$ cat src/rtl/srd_rst_req_gen.sv
// srd_rst_req_gen
//   Per-port reset-request generator sitting upstream of the HSSI reset
//   controller. CSR soft-reset pulses and TX PLL lock status become the
//   active-low sys/tx/rx reset requests. Each request is held for at least
//   MIN_PULSE locked cycles, then the selected acks must go low and later
//   high again. Each ack wait gives up after ACK_TIMEOUT cycles and sets a
//   sticky flag. Soft requests that arrive mid-sequence are queued.
//
//   Optional feature: define SRD_RX_AUTO_RST_EN to raise an RX request
//   automatically when i_rx_pcs_ready stays low for DEBOUNCE cycles in RUN.
//
//   Legal configuration: MIN_PULSE >= 2 and ACK_TIMEOUT >= MIN_PULSE.
module srd_rst_req_gen #(
  parameter int MIN_PULSE   = 16,
  parameter int ACK_TIMEOUT = 4096,
  parameter int DEBOUNCE    = 256
) (
  input  logic       i_clk,
  input  logic       i_rst,
  input  logic       i_pll_locked,
  input  logic       i_soft_rst,
  input  logic       i_soft_tx_rst,
  input  logic       i_soft_rx_rst,
  input  logic       i_rst_ack_n,
  input  logic       i_tx_rst_ack_n,
  input  logic       i_rx_rst_ack_n,
  input  logic       i_rx_pcs_ready,
  input  logic       i_clr_timeout,
  output logic       o_sys_rst_n,
  output logic       o_sys_tx_rst_n,
  output logic       o_sys_rx_rst_n,
  output logic       o_busy,
  output logic       o_ack_timeout,
  output logic [2:0] o_state
);

  localparam int CNT_W = $clog2(ACK_TIMEOUT) + 1;

  // Mask bit order is {SYS, TX, RX}.
  localparam logic [2:0] MASK_ALL  = 3'b111;
  localparam logic [2:0] MASK_NONE = 3'b000;

  localparam logic [CNT_W-1:0] CNT_PULSE_END = CNT_W'(MIN_PULSE - 1);
  localparam logic [CNT_W-1:0] CNT_WAIT_END  = CNT_W'(ACK_TIMEOUT - 1);

  typedef enum logic [2:0] {
    ST_ASSERT    = 3'd0,
    ST_WAIT_ACK  = 3'd1,
    ST_RELEASE   = 3'd2,
    ST_WAIT_DONE = 3'd3,
    ST_RUN       = 3'd4
  } state_t;

  state_t           state_q, state_d;
  logic [2:0]       mask_q, mask_d;
  logic [2:0]       pend_q, pend_d;
  logic [2:0]       rst_low_q, rst_low_d;
  logic [CNT_W-1:0] cnt_q, cnt_d, cnt_inc;
  logic [2:0]       state_rb_q;
  logic             timeout_q, timeout_set;

  logic [2:0] acks_n;
  logic       acks_low, acks_high;
  logic       pll_loss;
  logic       auto_rx_req;
  logic [2:0] soft_req;

  assign acks_n    = {i_rst_ack_n, i_tx_rst_ack_n, i_rx_rst_ack_n};
  assign acks_low  = ((acks_n & mask_q) == MASK_NONE);
  assign acks_high = ((acks_n & mask_q) == mask_q);

  // Lock can only be low in WAIT_ACK..RUN on the cycle it falls: every path
  // into those states requires lock, and any drop leaves them at once.
  // So the level is enough to detect the 1->0 transition.
  assign pll_loss = ~i_pll_locked;

  // A full soft reset implies TX and RX as well.
  assign soft_req = {i_soft_rst,
                     i_soft_rst | i_soft_tx_rst,
                     i_soft_rst | i_soft_rx_rst | auto_rx_req};

  assign cnt_inc = (cnt_q == '1) ? cnt_q : cnt_q + 1'b1;

`ifdef SRD_RX_AUTO_RST_EN
  localparam int DEB_W = (DEBOUNCE > 1) ? $clog2(DEBOUNCE) : 1;
  localparam logic [DEB_W-1:0] DEB_END = DEB_W'(DEBOUNCE - 1);

  logic [DEB_W-1:0] deb_q;

  // Count consecutive low samples of PCS ready while the port is running.
  always_ff @(posedge i_clk) begin
    if (i_rst || state_q != ST_RUN || i_rx_pcs_ready) begin
      deb_q <= '0;
    end else if (deb_q != DEB_END) begin
      deb_q <= deb_q + 1'b1;
    end
  end

  // The DEBOUNCE-th consecutive low sample raises the request.
  assign auto_rx_req = (state_q == ST_RUN) && !i_rx_pcs_ready && (deb_q == DEB_END);
`else
  logic unused_rx_pcs_ready;
  assign unused_rx_pcs_ready = i_rx_pcs_ready & (DEBOUNCE > 0);
  assign auto_rx_req         = 1'b0;
`endif

  // Sequencer next state, mask, counter and pending-request queue.
  always_comb begin
    // NOTE: every signal driven here gets a default first, so no path can
    // leave one unassigned and infer a latch.
    state_d     = state_q;
    mask_d      = mask_q;
    cnt_d       = cnt_q;
    pend_d      = pend_q;
    timeout_set = 1'b0;

    unique case (state_q)
      ST_ASSERT: begin
        pend_d = pend_q | soft_req;
        if (pll_loss) begin
          mask_d = MASK_ALL;
          cnt_d  = '0;
        end else if (cnt_q == CNT_PULSE_END) begin
          state_d = ST_WAIT_ACK;
          cnt_d   = '0;
        end else begin
          cnt_d = cnt_inc;
        end
      end

      ST_WAIT_ACK: begin
        pend_d = pend_q | soft_req;
        if (pll_loss) begin
          state_d = ST_ASSERT;
          mask_d  = MASK_ALL;
          cnt_d   = '0;
        end else if (acks_low) begin
          state_d = ST_RELEASE;
          cnt_d   = '0;
        end else if (cnt_q == CNT_WAIT_END) begin
          timeout_set = 1'b1;
          state_d     = ST_RELEASE;
          cnt_d       = '0;
        end else begin
          cnt_d = cnt_inc;
        end
      end

      ST_RELEASE: begin
        pend_d = pend_q | soft_req;
        cnt_d  = '0;
        if (pll_loss) begin
          state_d = ST_ASSERT;
          mask_d  = MASK_ALL;
        end else begin
          state_d = ST_WAIT_DONE;
        end
      end

      ST_WAIT_DONE: begin
        pend_d = pend_q | soft_req;
        if (pll_loss) begin
          state_d = ST_ASSERT;
          mask_d  = MASK_ALL;
          cnt_d   = '0;
        end else if (acks_high) begin
          state_d = ST_RUN;
          cnt_d   = '0;
        end else if (cnt_q == CNT_WAIT_END) begin
          timeout_set = 1'b1;
          state_d     = ST_RUN;
          cnt_d       = '0;
        end else begin
          cnt_d = cnt_inc;
        end
      end

      ST_RUN: begin
        cnt_d = '0;
        if (pll_loss || i_soft_rst) begin
          // A full reset covers anything still queued.
          state_d = ST_ASSERT;
          mask_d  = MASK_ALL;
          pend_d  = MASK_NONE;
        end else if (pend_q != MASK_NONE) begin
          // Same-cycle TX/RX pulses are queued behind the pending request.
          state_d = ST_ASSERT;
          mask_d  = pend_q;
          pend_d  = soft_req;
        end else if (soft_req != MASK_NONE) begin
          state_d = ST_ASSERT;
          mask_d  = soft_req;
        end
      end

      default: begin
        state_d = ST_ASSERT;
        mask_d  = MASK_ALL;
        cnt_d   = '0;
      end
    endcase
  end

  // Outputs lag the state by one edge, except that a lock loss outside RUN
  // pulls all three requests low on the very next edge.
  always_comb begin
    rst_low_d = MASK_NONE;
    if (state_q == ST_ASSERT || state_q == ST_WAIT_ACK) begin
      rst_low_d = mask_q;
    end
    if (pll_loss && state_q != ST_RUN) begin
      rst_low_d = MASK_ALL;
    end
  end

  // State, counters and registered request outputs.
  always_ff @(posedge i_clk) begin
    // NOTE: sequential state uses non-blocking assignments so every register
    // samples the pre-edge value of every other register.
    if (i_rst) begin
      state_q    <= ST_ASSERT;
      state_rb_q <= ST_ASSERT;
      mask_q     <= MASK_ALL;
      pend_q     <= MASK_NONE;
      cnt_q      <= '0;
      rst_low_q  <= MASK_ALL;
    end else begin
      state_q    <= state_d;
      state_rb_q <= state_d;
      mask_q     <= mask_d;
      pend_q     <= pend_d;
      cnt_q      <= cnt_d;
      rst_low_q  <= rst_low_d;
    end
  end

  // Sticky ack-timeout flag; a new timeout beats a clear in the same cycle.
  always_ff @(posedge i_clk) begin
    if (i_rst) begin
      timeout_q <= 1'b0;
    end else if (timeout_set) begin
      timeout_q <= 1'b1;
    end else if (i_clr_timeout) begin
      timeout_q <= 1'b0;
    end
  end

  assign o_sys_rst_n    = ~rst_low_q[2];
  assign o_sys_tx_rst_n = ~rst_low_q[1];
  assign o_sys_rx_rst_n = ~rst_low_q[0];
  assign o_busy         = (state_q != ST_RUN);
  assign o_ack_timeout  = timeout_q;
  assign o_state        = state_rb_q;

endmodule
$ cat config.mk
export PLATFORM = sky130hd
export DESIGN_NAME = srd_rst_req_gen
export DESIGN_NICKNAME = d
export VERILOG_FILES = /design/src/rtl/srd_rst_req_gen.sv
export SDC_FILE = /design/constraint.sdc
export NUM_CORES = 1
export LEC_CHECK = 0
export ABC_AREA = 1
export CELL_PAD_IN_SITES_DETAIL_PLACEMENT = 0
export CELL_PAD_IN_SITES_GLOBAL_PLACEMENT = 1
export CORE_UTILIZATION = 41
export DETAILED_ROUTE_END_ITERATION = 8
export GPL_ROUTABILITY_DRIVEN = 1
export PLACE_DENSITY_LB_ADDON = 0.1
export SLEW_MARGIN = 10
export SYNTH_ARGS = -nofsm -noshare
export SYNTH_HDL_FRONTEND = slang
export SYNTH_SLANG_ARGS = --single-unit
$ cat constraint.sdc
create_clock -name i_clk -period 3.2 [get_ports i_clk]
set_input_delay 0.48 -clock i_clk [delete_from_list [all_inputs] [get_ports i_clk]]
set_output_delay 0.48 -clock i_clk [all_outputs]
set_load 0.02 [all_outputs]
== After elaboration in Yosys (flattened, before gate mapping) ==
Cells that the tools add are included.
Operators by class
  add/subtract/negate cells: 1
  equal/unequal tests: 16
  mux-type cells: 39
  bitwise gates (word level): 8
  reductions and logical operators: 14
Operators with widths (count)
  13-bit 2-to-1 mux: 8
  3-bit 2-to-1 mux: 18
  13-bit one-hot mux with 3 select lines: 1
  3-bit one-hot mux with 5 select lines: 1
  13-bit by 1-bit adder with 13-bit output, second input constant: 1
  13-bit by 12-bit == test with 1-bit output, second input constant: 1
  13-bit == test, second input constant: 1
  13-bit by 4-bit == test with 1-bit output, second input constant: 1
  4-bit != test, second input constant: 3
  3-bit one-hot mux with 2 select lines: 2
  1-bit 2-to-1 mux: 7
  3-bit by 2-bit == test with 1-bit output, second input constant: 2
  3-bit zero test: 2
  2-bit != test, second input constant: 3
  3-bit != test, second input constant: 2
  3-bit nonzero test: 2
  5-bit AND reduction: 1
  1-bit inverter: 4
  2-bit AND reduction: 2
  2-bit nonzero test: 2
  4-bit OR reduction: 1
  3-bit bitwise AND: 1
  3-bit by 1-bit == test with 1-bit output, second input constant: 1
  3-bit == test: 1
  8 further kinds: 10
Storage, ports and cells
  register bits after elaboration: 26
  input port bits: 11
  output and inout port bits: 8
  word-level logic and storage cells: 84

== Longest topological paths before layout ==
Gate-level depths: netlist of the first run.
  depth after elaboration: 6
  mapped depth: 10
  gate-level depth less buffers: 10

== Least setup slack after synthesis of the first run ==
OpenSTA, ideal clock, no wires.
  path type: reg2reg
  start point: register cnt_q[0]
  end point: register cnt_q[7]
  library setup time: 0.115 ns
  arrival time: 1.437 ns
  required time: 3.085 ns
  slack: 1.648 ns
  cell stages (with the launch flop): 10
  buffers on the path: 0
  clock period less this slack: 1.552 ns
  path through: dfxtp_1 ha_1 nand2_1 nor2_2 nand2_1 inv_2 nand3_2 nand2_1 xor2_1 nor2_2
Between the ends
  cells in the longest elaborated chain, start to end: 6
Ends and longest elaborated chain
  start, declared: line 58  | logic [CNT_W-1:0] cnt_q, cnt_d, cnt_inc;
  start signal, assigned: line 232  | cnt_q <= cnt_d;
  13-bit by 1-bit adder with 13-bit output or 13-bit == test (tied branches): line 82  | assign cnt_inc = (cnt_q == '1) ? cnt_q : cnt_q + 1'b1;
  13-bit 2-to-1 mux: line 82
  13-bit 2-to-1 mux: line 140, 169
  13-bit 2-to-1 mux, on equally long branches: line 166, 137
  13-bit 2-to-1 mux, on equally long branches: line 162, 133
  13-bit one-hot mux with 3 select lines *: line 117  | unique case (state_q)
Mark *: on every way between the ends. The rest lies on a longest branch, timed or not.
A chain may end at the register's enable or synchronous reset.

==> run summary, run 1 <==
• run status: finished clean
• insertion delay to the later sink of the worst-skew pair: 0.32 ns
• final worst slack: 0.998 ns
• post-synthesis to final-layout area growth: 15.2%
• setup TNS: 0 ns
• worst slew pin tran: 0.435 ns
• core box area: 0.00342 mm2
• Setup WS pre-CTS: 0.895 ns
• postcts setup bufs: 0
• number of buffers added by the clock tree synthesis step: 3
• cell types occupying the most area after synthesis: dfxtp_1, nand2_1, nor2_1, inv_1, nand3_1
• leakage power: 0.707 nW
• iteration-0 DRC count of the detailed router: 52
• launching element type of the critical path: flip-flop
• Period minus WS final: 2.20 ns
• CTS H-tree lvls: 1
• sequential element share of the synthesized area: 34.6%
• share of final-layout standard cells stronger than drive strength 1: 11.8%
• number of cell rows: 21
• GRT Util Overall: 18.3%
• worst min-delay path category: reg -> reg
• number of antenna violations at the first check in global routing: 0
• Critical Path RT: 2.72 ns
• post-detail-place hpwl: 2.50 mm
• number of enable flip-flop cells after synthesis: 0
• post-detailed-placement cell area: 0.00171 mm2
• total of max-cap violations: 0
• Port Buffer Count: 17
• power per cell area: 569 mW/mm2
• Final Hold Fails: 0
• fillers: 363
• die height: 62.5 um
• post-detailed-routing wire length: 3.31 mm
• router iterations before antenna repair: 4
• floorplan die area: 0.00391 mm2
• maximum fanout along the worst path: 7
• number of gates resized after cts: 0
• global-route wire length before repair: 5.82 mm
• CTS root buffer: clkbuf_4
• maximum buffer depth of the clock tree: 2
• I/O pins: 19
• syn_area_per_cell: 6.56 um2
• summed area of non-filler cells in the final layout: 0.00173 mm2
• number of cells traversed by the worst hold path: 2
• crit path kind: reg -> out
• Warnings, synthesis: 0
• share of the synthesized area in the top cell type: 34.6%
• setup repair after global routing missed its margin: no
• Worst Reg-to-Reg Cells: 9
• total via count in the routed design: 1417
• antenna violation net count after detailed routing: 0
• Initial Utilization: 44.0%
• max-slew violation total from the final report: 0
• Layout Skew: 0.00636 ns
• TritonCTS clock tree: yes
• x dimension of the die: 62.5 um
• setup-violating endpoint count in the final report: 0
• data arrival time at the worst-slack endpoint: 1.72 ns
• number of synthesized register bits: 26
• synthesized netlist net count: 241
• antenna diode count: 0
• Synth Cell Area: 0.00150 mm2
• most frequently used flop master after synthesis: dfxtp_1
• CTS hold repair buffers: 0
• worst slew margin relative to its limit: 70.7%
• clock transition at the register clock pins on the worst setup and hold paths after CTS: 0.14 ns
• share of synthesized registers carrying an async set or reset: 0%
• sort of element at the end of the critical path: output port
• Achievable Freq: 454 MHz
• largest net degree at the start of global routing: 14
• Nets: 260
• worst ir drop on vdd: 0.311 mV
• detail-routed via count per cell: 4.85
• post-detailed-route wirelength per cell: 11.3 um
• number of distinct library cell variants in the gate-level netlist after synthesis: 26
• area leader, netlist: dfxtp_1
• post-route fraction of the period consumed by the critical path: 68.8%
• leftover overflow at the end of global routing: 0
• gpl congestion: 0.843
• synthesized instance count: 229
• detailed-route DRC error count: 0
• Clock Sink Count: 26
• number of global-route vias before repair: 1280
==> through the flow <==
| step | util, % | hold slack [ns] | std cells | power (mW) |
|---|---|---|---|---|
| after floorplan | - | 0.454 | 229 | 0.726 |
| after global placement | 50.0 | 0.453 | 289 | 0.854 |
| after detailed placement | 50.0 | 0.456 | 289 | 0.850 |
| after CTS | 50.7 | 0.476 | 292 | 0.995 |
| after global routing | 50.7 | 0.505 | 292 | 1.07 |
| final | 50.7 | 0.471 | 292 | 0.985 |
==> path summary, 6_finish.rpt <==
check                     start            end  slack, ns
setup / recovery     o_state[1]         o_busy        1.0
hold / removal    o_ack_timeout  o_ack_timeout       0.47
setup reg to reg       cnt_q[0]       cnt_q[7]       1.33
hold reg to reg   o_ack_timeout  o_ack_timeout       0.47
==> synth_stat cells (all sizes together), types with 2 or more instances <==
cell	number
nand4	10
buf	2
nor2	42
xnor2	3
nand3	19
o21ai	14
xor2	2
nor3	5
nand2	55
a21oi	15
inv	30
dfxtp	26
==> critical path: stages, from the launching register on <==
cell and delay (ns):
dfxtp_1 0.49, nor2_1 0.11, nand2_1 0.17, clkdlybuf4s50_1 0.64
==> kinds of logic (layout without fill, tap and decap cells) <==
group,Yosys count,in the layout,share of synthesized area [%]
simple gates,133,133,41.1
buf+inv,33,50,8.99
compound gates,31,31,11.5
flops,26,26,34.6
xor+xnor,5,5,2.91
fa+ha+maj,1,1,0.833
==> layout by cell type, fill, tap and decap left out <==
| cell type | Yosys | routed |
|---|---|---|
| clkdlybuf4s50_1 | 0 | 17 |
| nand2_1 | 51 | 51 |
| inv_1 | 27 | 27 |
| xor2_1 | 2 | 2 |
| nand4_1 | 10 | 10 |
| xnor2_1 | 3 | 3 |
| nand3_2 | 2 | 2 |
| nor2_2 | 12 | 12 |
| nor2_1 | 29 | 29 |
| nand2_2 | 4 | 4 |
| o21ai_2 | 2 | 2 |
| nand3_1 | 17 | 17 |
| a21oi_2 | 1 | 1 |
| inv_2 | 3 | 3 |
| clkbuf_4 | 0 | 3 |
| nand3b_1 | 1 | 1 |
| o32ai_1 | 1 | 1 |
| nor3_1 | 5 | 5 |
| dfxtp_1 | 26 | 26 |
| nor2_4 | 1 | 1 |
| a21oi_1 | 14 | 14 |
| ha_1 | 1 | 1 |
| or2_2 | 1 | 1 |
| o21ai_0 | 12 | 12 |
| a211oi_1 | 1 | 1 |
==> metal layers <==
metal	track usage (%)	vias to the layer above	share of wire [%]
met5	0	-	0
met4	5.23	0	0.66
met3	2.74	2	3.3
met2	23.8	19	37
met1	29.9	618	59
li1	-	778	-
==> report_power, final <==
group / internal, mW / leakage, nW / total, mW / switching [mW]
registers: 0.375 / 0.212 / 0.424 / 0.0491
logic: 0.158 / 0.481 / 0.419 / 0.261
clock network: 0.0441 / 0.0138 / 0.142 / 0.0978
total: 0.578 / 0.707 / 0.985 / 0.408
==> layout make-up <==
| type | count | area, um2 | share of cell area (%) |
|---|---|---|---|
| well taps | 46 | 57.6 | 3.33 |
| flip-flops and latches | 26 | 520 | 30.1 |
| repair buffers | 17 | 170 | 9.83 |
| multi-input cells | 170 | 847 | 49.0 |
| inverters | 30 | 113 | 6.51 |
| clock buffers | 3 | 22.5 | 1.30 |
==> flip-flops by register name, indices dropped and copies added (netlist names) <==
register,cells
o_state,3
rst_low_q,3
o_ack_timeout,1
pend_q,3
mask_q,3
cnt_q,13
(Power assumes the default switching activity.)
==> inputs of run 2 (changes only) <==
--- a/config.mk
+++ b/config.mk
@@ -8,7 +8,7 @@
 export ABC_AREA = 1
 export CELL_PAD_IN_SITES_DETAIL_PLACEMENT = 0
 export CELL_PAD_IN_SITES_GLOBAL_PLACEMENT = 1
-export CORE_UTILIZATION = 41
+export CORE_UTILIZATION = 38
 export DETAILED_ROUTE_END_ITERATION = 8
 export GPL_ROUTABILITY_DRIVEN = 1
 export PLACE_DENSITY_LB_ADDON = 0.1
==> constraint.sdc (replaced) <==
create_clock -name i_clk -period 2.2 [get_ports i_clk]
set_input_delay 0.33 -clock i_clk [delete_from_list [all_inputs] [get_ports i_clk]]
set_output_delay 0.33 -clock i_clk [all_outputs]
set_load 0.02 [all_outputs]
==> run 2 against run 1 <==
Final area is 3.8% higher. Count of clock-buffer cells in the layout stayed put. Via count is 2.1% lower. Final cell count is 1.7% higher. Routed wire length is 1.4% higher. Core utilization is 2.3 points lower. Largest cell class unchanged. Global-route usage is 0.28 points lower. Hold slack worse by 0.0035 ns. Die area is 7.6% higher. First-iteration DRC count is 1.9% higher. Register-to-register slack worse by 0.98 ns. Combinational power is 47% higher.
==> run summary, run 2 (synthesis results as in run 1) <==
• insertion delay to the later sink of the worst-skew pair: 0.27 ns, -0.05 ns
• most common library cell in the layout ignoring fill and taps: nand2_1
• die height: 64.9 um, +3.7%
• number of buffers added by the clock tree synthesis step: 3, unchanged
• number of cell rows: 22, +4.8%
• x dimension of the die: 64.9 um, +3.7%
• max FFs per register: 13, unchanged
• data arrival time at the worst-slack endpoint: 1.61 ns, -0.11 ns
• Initial Utilization: 40.4%, -3.6 points
• post-detailed-route wirelength per cell: 11.3 um, -0.35%
• CTS hold repair buffers: 0, unchanged
• worst ir drop on vdd: 0.578 mV, +86%
• GRT Util Overall: 18.0%, -0.28 points
• worst slew pin tran: 0.476 ns, +0.0411 ns
• largest net degree at the start of global routing: 16, +2
• launching element type of the critical path: flip-flop
• postcts setup bufs: 0, unchanged
• post-route fraction of the period consumed by the critical path: 88.1%
• FF-to-FF setup slack: 0.35 ns, -0.98 ns
• setup repair after global routing missed its margin: no
• sort of element at the end of the critical path: output port
• post-detailed-routing wire length: 3.35 mm, +1.4%
• Clock Sink Count: 26, unchanged
• Critical Path RT: 1.87 ns, -0.85 ns
• highest-count cells in the layout ignoring fill and taps: nand2_1, nor2_1, inv_1
• antenna diode count: 0, unchanged
• total via count in the routed design: 1387, -2.1%
• max-slew violation total from the final report: 0, unchanged
• CTS H-tree lvls: 1, unchanged
• power per cell area: 907 mW/mm2, +59%
• floorplan die area: 0.00421 mm2, +7.6%
• worst path cell trace: nor2_1, nand2_1, clkdlybuf4s50_1
• setup-violating endpoint count in the final report: 0, unchanged
• number of global-route vias before repair: 1317, +2.9%
• setup TNS: 0 ns, unchanged
• maximum fanout along the worst path: 7, unchanged
• TritonCTS clock tree: yes
• iteration-0 DRC count of the detailed router: 53, +1.9%
• Final Hold Fails: 0, unchanged
• detail-routed via count per cell: 4.67, -3.8%
• post-synthesis to final-layout area growth: 19.6%
• run status: finished clean
• critical path's largest stage delay: 0.63 ns, about the same
• clock transition at the register clock pins on the worst setup and hold paths after CTS: 0.09 ns, -0.05 ns
• Biggest register: cnt_q
• global-route wire length before repair: 5.88 mm, +0.94%
• leakage power: 0.739 nW, +4.5%
• Port Buffer Count: 17, unchanged
• worst min-delay path category: reg -> reg
• maximum buffer depth of the clock tree: 2, unchanged
• category of cells accounting for the largest share of critical-path delay: buffers and inverters
• Nets: 262, +0.77%
• router iterations before antenna repair: 4, unchanged
• share of final-layout standard cells stronger than drive strength 1: 12.9%, +1.1 points
• Layout Skew: 0.00232 ns, -0.00404 ns
• I/O pins: 19, unchanged
• number of gates resized after cts: 0, unchanged
• CP max stage cell: clkdlybuf4s50_1
• detailed-route DRC error count: 0, unchanged
• leftover overflow at the end of global routing: 0, unchanged
• Achievable Freq: 516 MHz
• Period minus WS final: 1.94 ns
• number of antenna violations at the first check in global routing: 0, unchanged
• crit path kind: reg -> out
• worst slew margin relative to its limit: 67.9%, -2.8 points
• antenna violation net count after detailed routing: 0, unchanged
• core box area: 0.00372 mm2, +8.8%
• total of max-cap violations: 0, unchanged
• CTS root buffer: clkbuf_8
• utilization of the core after routing: 48.4%, -2.3 points
• Buffers & Inverters on Critical Path: 1, unchanged
• gpl congestion: 0.767, -9.0%
• post-detail-place hpwl: 2.67 mm, +7.0%
[run 2: cell types whose count changed in the layout (fill, tap and decap cells not counted), sizes merged]
cell,change
buf,+2
bufinv,+1
[run 2: layer usage]
layer	vias up	share of wire [%]	global-route usage (%)
li1	780	-	-
met1	590	51	23.1
met2	15	46	30.7
met3	2	2.0	2.11
met4	0	0.66	6.67
met5	-	0	0
[run 2: worst register-to-register path, stage by stage, from the launching register on]
cell and delay, ns:
dfxtp_1 0.45, ha_1 0.31, nand2_1 0.09, nor2_2 0.18, nand4_1 0.13, nand2_2 0.14
o21ai_2 0.07, nand2_2 0.28, a21oi_1 0.07
[run 2: report_power, final]
group          switching [mW]  internal (mW)  total, mW  leakage (nW)
clock network           0.154          0.243      0.398        0.0357
registers              0.0716          0.546      0.617         0.212
logic                   0.381          0.233      0.614         0.491
[run 2: area by class of cell]
class,count,area (um2)
clock buffer,3,41.3
clock inverter,1,30.0
fill,400,1920
inverter,30,113
multi-input combinational,170,847
sequential,26,520
tap,48,60.1
timing repair buffer,19,185
[run 2: stage by stage]
step                power, mW  std cells  setup WS [ns]  area [um2]  hold slack (ns)
finish                   1.63        297          0.261        1800            0.467
global route             1.76        297          0.111        1800            0.510
global placement         1.26        293          0.282        1730            0.458
floorplan                1.06        229          0.648        1500            0.454
CTS                      1.65        297          0.257        1800            0.475
detailed placement       1.24        293          0.293        1730            0.462
[run 2: final timing paths]
kind | from | end | cells past startpoint
worst max register to register | cnt_q[0] | cnt_q[6] | 8
worst max-delay path | o_state[1] | o_busy | 3
worst min register to register | o_ack_timeout | o_ack_timeout | 2
worst min-delay path | o_ack_timeout | o_ack_timeout | 2
